File: config.mk
export PLATFORM = sky130hd
export DESIGN_NAME = draw_scheduler
export DESIGN_NICKNAME = d
export VERILOG_FILES = /design/src/rtl/draw_scheduler.sv
export SDC_FILE = /design/constraint.sdc
export NUM_CORES = 1
export LEC_CHECK = 0
export ABC_AREA = 0
export BUFFER_PORTS_ARGS = -buffer_cell sky130_fd_sc_hd__buf_2
export CAP_MARGIN = 20
export CORE_MARGIN = 1.5
export CORE_UTILIZATION = 26
export CTS_CLUSTER_SIZE = 16
export DETAILED_ROUTE_END_ITERATION = 16
export GPL_TIMING_DRIVEN = 0
export SLEW_MARGIN = 5
export SYNTH_ARGS = -nofsm -noshare
export SYNTH_HDL_FRONTEND = slang
export SYNTH_SLANG_ARGS = --single-unit
export TNS_END_PERCENT = 30
File: constraint.sdc
create_clock -name clk -period 2.6 [get_ports clk]
set_input_delay 0.13 -clock clk [delete_from_list [all_inputs] [get_ports clk]]
set_output_delay 0.13 -clock clk [all_outputs]
set_load 0.01 [all_outputs]
File: src/rtl/draw_scheduler.sv
// draw_scheduler: round-robin arbiter for the single VGA pixel-write port.
// Drawers raise level requests; exactly one at a time receives a one-hot
// enable, and its x/y/colour is steered to the VGA adapter until it pulses
// done. A watchdog reclaims the port from any drawer that never finishes.
//
// Handshake: a drawer holds req[i] high until it sees its own done[i] pulse
// accepted. The grant (en[i]) is the "ready" side: while en[i] is high, the
// drawer's x/y/colour is plotted every cycle, including the cycle that
// carries done[i]. After a grant ends (done or watchdog abort) there is always
// one RELEASE cycle plus one IDLE cycle with en low, so a drawer can clear its
// counters before it can be granted again.
module draw_scheduler #(
   parameter int NREQ    = 4,
   parameter int TIMEOUT = 16384,
   parameter int CNT_W   = 14,
   localparam int ID_W   = (NREQ > 1) ? $clog2(NREQ) : 1
) (
   input  logic              clk,
   input  logic              resetn,
   input  logic [NREQ-1:0]   req,
   input  logic [NREQ-1:0]   done,
   input  logic [8*NREQ-1:0] x_in,
   input  logic [7*NREQ-1:0] y_in,
   input  logic [3*NREQ-1:0] colour_in,
   output logic [NREQ-1:0]   en,
   output logic [ID_W-1:0]   grant_id,
   output logic              busy,
   output logic [7:0]        vga_x,
   output logic [6:0]        vga_y,
   output logic [2:0]        vga_colour,
   output logic              vga_plot,
   output logic              timeout_err,
   output logic [1:0]        dbgState
);

   typedef enum logic [1:0] {
      IDLE    = 2'd0,
      GRANT   = 2'd1,
      RELEASE = 2'd2
   } state_t;

   state_t            state;
   logic [ID_W-1:0]   rrPtr;
   logic [CNT_W-1:0]  wdog;
   logic [ID_W-1:0]   winner;
   logic              anyReq;
   logic [ID_W-1:0]   nextPtr;
   logic              wdogExpired;

   assign dbgState = state;

   // Watchdog reaches its limit on the last cycle a grant may be held.
   assign wdogExpired = (wdog == CNT_W'(TIMEOUT - 1));

   // Pointer to the drawer after the current grantee, wrapping at NREQ-1.
   assign nextPtr = (int'(grant_id) == NREQ - 1) ? '0 : grant_id + 1'b1;

   // Round-robin pick: first requesting drawer at or after rrPtr (circular).
   always_comb begin
      int idx;
      anyReq = |req;
      winner = '0;
      idx    = 0;
      // Walk offsets from far to near so the nearest requester is assigned last.
      for (int i = NREQ - 1; i >= 0; i--) begin
         idx = int'(rrPtr) + i;
         if (idx >= NREQ) idx = idx - NREQ;
         if (req[idx]) winner = ID_W'(idx);
      end
   end

   // Arbitration FSM with registered enable, grant index, busy and error pulse.
   always_ff @(posedge clk or negedge resetn) begin
      if (!resetn) begin
         state       <= IDLE;
         en          <= '0;
         grant_id    <= '0;
         busy        <= 1'b0;
         timeout_err <= 1'b0;
         rrPtr       <= '0;
         wdog        <= '0;
      end else begin
         timeout_err <= 1'b0;
         unique case (state)
            IDLE: begin
               if (anyReq) begin
                  en       <= NREQ'(1) << winner;
                  grant_id <= winner;
                  busy     <= 1'b1;
                  wdog     <= '0;
                  state    <= GRANT;
               end
            end
            GRANT: begin
               if (wdog != '1) wdog <= wdog + 1'b1;
               // A completion that lands on the watchdog limit still counts as done.
               if (done[grant_id]) begin
                  en    <= '0;
                  rrPtr <= nextPtr;
                  state <= RELEASE;
               end else if (wdogExpired) begin
                  en          <= '0;
                  timeout_err <= 1'b1;
                  rrPtr       <= nextPtr;
                  state       <= RELEASE;
               end
            end
            RELEASE: begin
               busy  <= 1'b0;
               state <= IDLE;
            end
            default: begin
               en    <= '0;
               busy  <= 1'b0;
               state <= IDLE;
            end
         endcase
      end
   end

   // Pixel mux: the grantee's coordinates and colour reach the adapter only in GRANT.
   always_comb begin
      vga_plot   = 1'b0;
      vga_x      = '0;
      vga_y      = '0;
      vga_colour = '0;
      if (state == GRANT) begin
         vga_plot   = en[grant_id];
         vga_x      = x_in[8*int'(grant_id) +: 8];
         vga_y      = y_in[7*int'(grant_id) +: 7];
         vga_colour = colour_in[3*int'(grant_id) +: 3];
      end
   end

endmodule
# After elaboration in Yosys (flattened, before gate mapping)
# Cells that the tools add are included.
# word_totals
mem_bits_rw,0
n_memories,0
latchBits,0
register_bits,26
elab_cells,98
romBits,0
# op_classes
div_mod_pow,0
shifts,4
n_eq_ne,8
reduce_logical,10
add_sub_neg,9
mul,2
muxes,47
bitwise,2
magnitude_cmp,9
# ops
op,n
$lt A32 B4 Y1 const B,4
$mux W32,4
$shiftx A32 B6 Y8,1
$mux W14,2
$pmux W14 S2,1
$shiftx A28 B6 Y7,1
$mux W2,10
$mux W1,15
$add A14 B1 Y14 const B,1
$eq A14 B14 Y1 const B,1
$ne A14 B14 Y1 const B,1
$bmux W1 S2,6
$mux W4,3
$pmux W4 S3,1
$shiftx A12 B5 Y3,1
$sub A3 B3 Y4 const B,3
$ge A3 B3 Y1 const B,3
$mux W8,1
$reduce_and A2 Y1,4
$mux W7,1
$add A2 B2 Y3 const B,2
$reduce_and A3 Y1,2
$mul A3 B2 Y5 const A,1
$eq A2 B1 Y1 const B,2
17 further kinds,20

# Depth between registers and ports, before layout
# logic_depth
ltp_word,13
depth_mapped,6
mapped_depth_nobuf,5

# Least setup slack after synthesis
# No wires, ideal clock.
# synth_path
path_kind,reg2reg
startpoint,register wdog[0]
endpoint,register rrPtr[0]
path_buffers,0
synth_period_minus_slack_ns,1.855
required_time_ns,2.475
path_stages_with_launch,6
slack_ns,0.745
t_arrival_ns,1.730
path_cell_list,dfrtp_1 ha_1 nand4_1 nor4_1 o21a_1 mux2_2
# synth_between
elab_chain_cells,3
# synth_rtl
element,line,source
start: declaration,44,logic [CNT_W-1:0] wdog;
start signal: assignment,95,if (wdog != '1) wdog <= wdog + 1'b1;
$eq A14 B14 Y1,53,assign wdogExpired = (wdog == CNT_W'(TIMEOUT - 1));
$reduce_bool A2 Y1 (no line),--,
$reduce_and A2 Y1 (no line),--,
end signal: assignment,99,rrPtr <= nextPtr;
end signal: assignment,104,rrPtr <= nextPtr;
end: declaration,43,logic [ID_W-1:0] rrPtr;
# Every way passes these cells.
# A chain may end at the register's enable or synchronous reset.

# Worst setup path after layout
# Same ends and word-level chain as after synthesis.

==> impl_metrics.tcl <==
set metrics [dict create \
    antenna_found_initial 0 \
    root_buffer "clkbuf_8" \
    leakage_nw 1.22 \
    ys_seq_area_share_pct 34.2 \
    p_per_area_nw_per_um2 884 \
    slew_headroom_pct 56.4 \
    syn_to_final_growth_pct 39.5 \
    crit_type "flip-flop to flip-flop" \
    chipHeight_um 88.5 \
    layout_commonest_cell "buf_2" \
    ys_ff_latch 26 \
    wl_um 5600 \
    timing.final.crit_share_pct 85.0 \
    hpwl_um 4500 \
    multi_input_area_um2 1190 \
    clock_path_buffers 2 \
    design_area_um2 2650 \
    fill_cells 688 \
    syn_nets 256 \
    cts_tree "yes" \
    pin_count 111 \
    fp.dieArea_um2 7840 \
    start_kind "flip-flop" \
    finalHoldViolations 0 \
    peakVddDrop_mv 0.433 \
    cts_sinks 26 \
    postSynthAreaPerCell_um2 11.1 \
    grt_pass1_vias 1704 \
    cp-end-kind "flip-flop" \
    synth_warnings 0 \
    insertedDiodeCount 0 \
    synth_cell_types 34 \
    hp-class "primary input to flip-flop" \
    grt_max_degree 27 \
    gp_congestion 0.763 \
    portBuffers 110 \
    finalSetupViolations 0 \
    postRouteAntennaNets 0 \
    htreeDepth 1 \
    via_per_inst 5.01 \
    row_count 30 \
    worstPathArrival_ps 2370 \
    cts_setup_buffers 0 \
    worstPathMaxFanout 7 \
    die_x_um 88.5 \
    vias 1917 \
    netlist_area_um2 1900 \
    hold_buffers 1 \
    cts_resized 0 \
    clk_pin_slew_worst_paths_ps 100 \
    layout_common_cells "buf_2 (113), dfrtp_1 (26), mux4_2 (20), and2_1 (19), o21ai_0 (11)" \
    slew_viol_final 0 \
    grt_pass1_wl_um 8310 \
    rsz0062_at_grt "false" \
    skew_ps 12.2 \
    drive_gt1_share_pct 50.5 \
    clock_latency_ps 280 \
    fmax_ghz 0.452 \
    fin_tns_setup_ps 0 \
    period_needed_ps 2210 \
    maxCapViolations 0 \
    syn_inst 172 \
    dr.pass1.iters 4 \
    core_area_um2 6940 \
    tightest_slew_ps 654 \
    seq_area_um2 651 \
    drtIter0Drc 107 \
    start_util_pct 27.4 \
    route.detailed.drc 0 \
    dpl_cell_area_um2 2570 \
    grt.overflow.total 0 \
    track_usage_pct 13.7 \
    numCtsBuffers 3 \
    routed_wire_length_per_instance_um 14.6 \
    nets 372 \
    status "completed" \
    worst-endpoint-required_ps 2760 \
]
-- final cells by class --
cell class,count,area share [%]
multi-input combinational,132,45.0
clock buffer,3,1.56
sequential,26,24.5
timing repair buffer,111,21.1
inverter,4,0.566
tap,96,4.53
clock inverter,1,1.13
buffer,10,1.56
-- critical path, cell delays in order (launching register included) --
cell and delay, ps:
dfrtp_1 410, ha_1 200, nand4_1 300, nor4_1 580, o21a_1 250, mux2_2 350
-- Yosys cell counts --
cell	count	area (um^2)
dfrtp_1	26	651
o31ai_1	7	52.6
nand4_1	3	18.8
ha_1	2	25.0
or2_2	2	12.5
and2_1	19	119
nand4_2	1	12.5
o41ai_4	1	27.5
a21oi_1	7	35.0
buf_2	3	15.0
o22ai_1	3	18.8
nand2_1	8	30.0
nor2_1	5	18.8
mux4_2	20	450
nand2b_4	1	13.8
nor3_1	4	20.0
a32o_1	4	40.0
a21boi_0	1	7.51
mux2i_1	2	20.0
nor2b_1	1	6.26
or4_4	1	11.3
inv_1	4	15.0
o21a_1	2	15.0
or4_1	1	7.51
or3_1	8	50.1
o211ai_1	4	30.0
o21ai_0	11	55.1
o22a_1	1	8.76
mux2_2	2	22.5
nor4_1	4	25.0
o311ai_0	1	8.76
nor3b_1	1	7.51
clkbuf_1	7	26.3
nand3_1	5	25.0
-- metrics by stage --
step / hold slack [ps] / setup slack (ps) / utilization (%) / cells / total power, mW
detailed placement: 179 / 429 / 37.0 / 378 / 2.02
global route: 318 / 246 / 38.2 / 383 / 2.54
CTS: 299 / 396 / 38.2 / 383 / 2.37
finish: 303 / 390 / 38.2 / 383 / 2.35
floorplan: -166 / 745 / - / 172 / 1.53
global placement: 170 / 421 / 37.0 / 378 / 2.01
-- kinds of logic after synthesis --
logic type	after synthesis	share of synthesized area (%)
muxes	24	25.9
and+or+nand+nor	64	19.9
DFF	26	34.2
AOI/OAI and AO/OA	42	15.7
adders and majority gates	2	1.32
buffers and inverters	14	2.96
-- state kept, by name (all words and copies together), names as in the netlist --
name and flops:
busy 1, timeout_err 1, grant_id 2, rrPtr 2, wdog 14, en 4, dbgState 2
-- power breakdown --
part | total (mW) | internal, mW | switching (mW) | leakage (nW)
Sequential | 0.598 | 0.497 | 0.101 | 0.345
Combinational | 1.40 | 0.687 | 0.718 | 0.837
Clock | 0.344 | 0.206 | 0.138 | 0.0357
-- final timing paths --
| path | from | end | slack, ps | cells past startpoint |
|---|---|---|---|---|
| worst max register to register | wdog[0] | rrPtr[0] | 390 | 5 |
| worst min-delay path | req[3] | grant_id[1] | 300 | 3 |
| min in group asynchronous | resetn | wdog[11] | 380 | 2 |
| max in group asynchronous | resetn | rrPtr[1] | 1810 | 2 |
| worst min register to register | wdog[7] | wdog[7] | 520 | 1 |
| worst max-delay path | wdog[0] | rrPtr[0] | 390 | 5 |
-- routing by layer --
metal	routed length (um)	vias to the layer above	global-route usage, %
met3	353	2	2.80
met5	0	-	0
met1	2580	921	19.5
li1	-	914	-
met2	2660	80	22.0
met4	8	0	1.99
No activity file was read; power rests on OpenSTA's default activity.
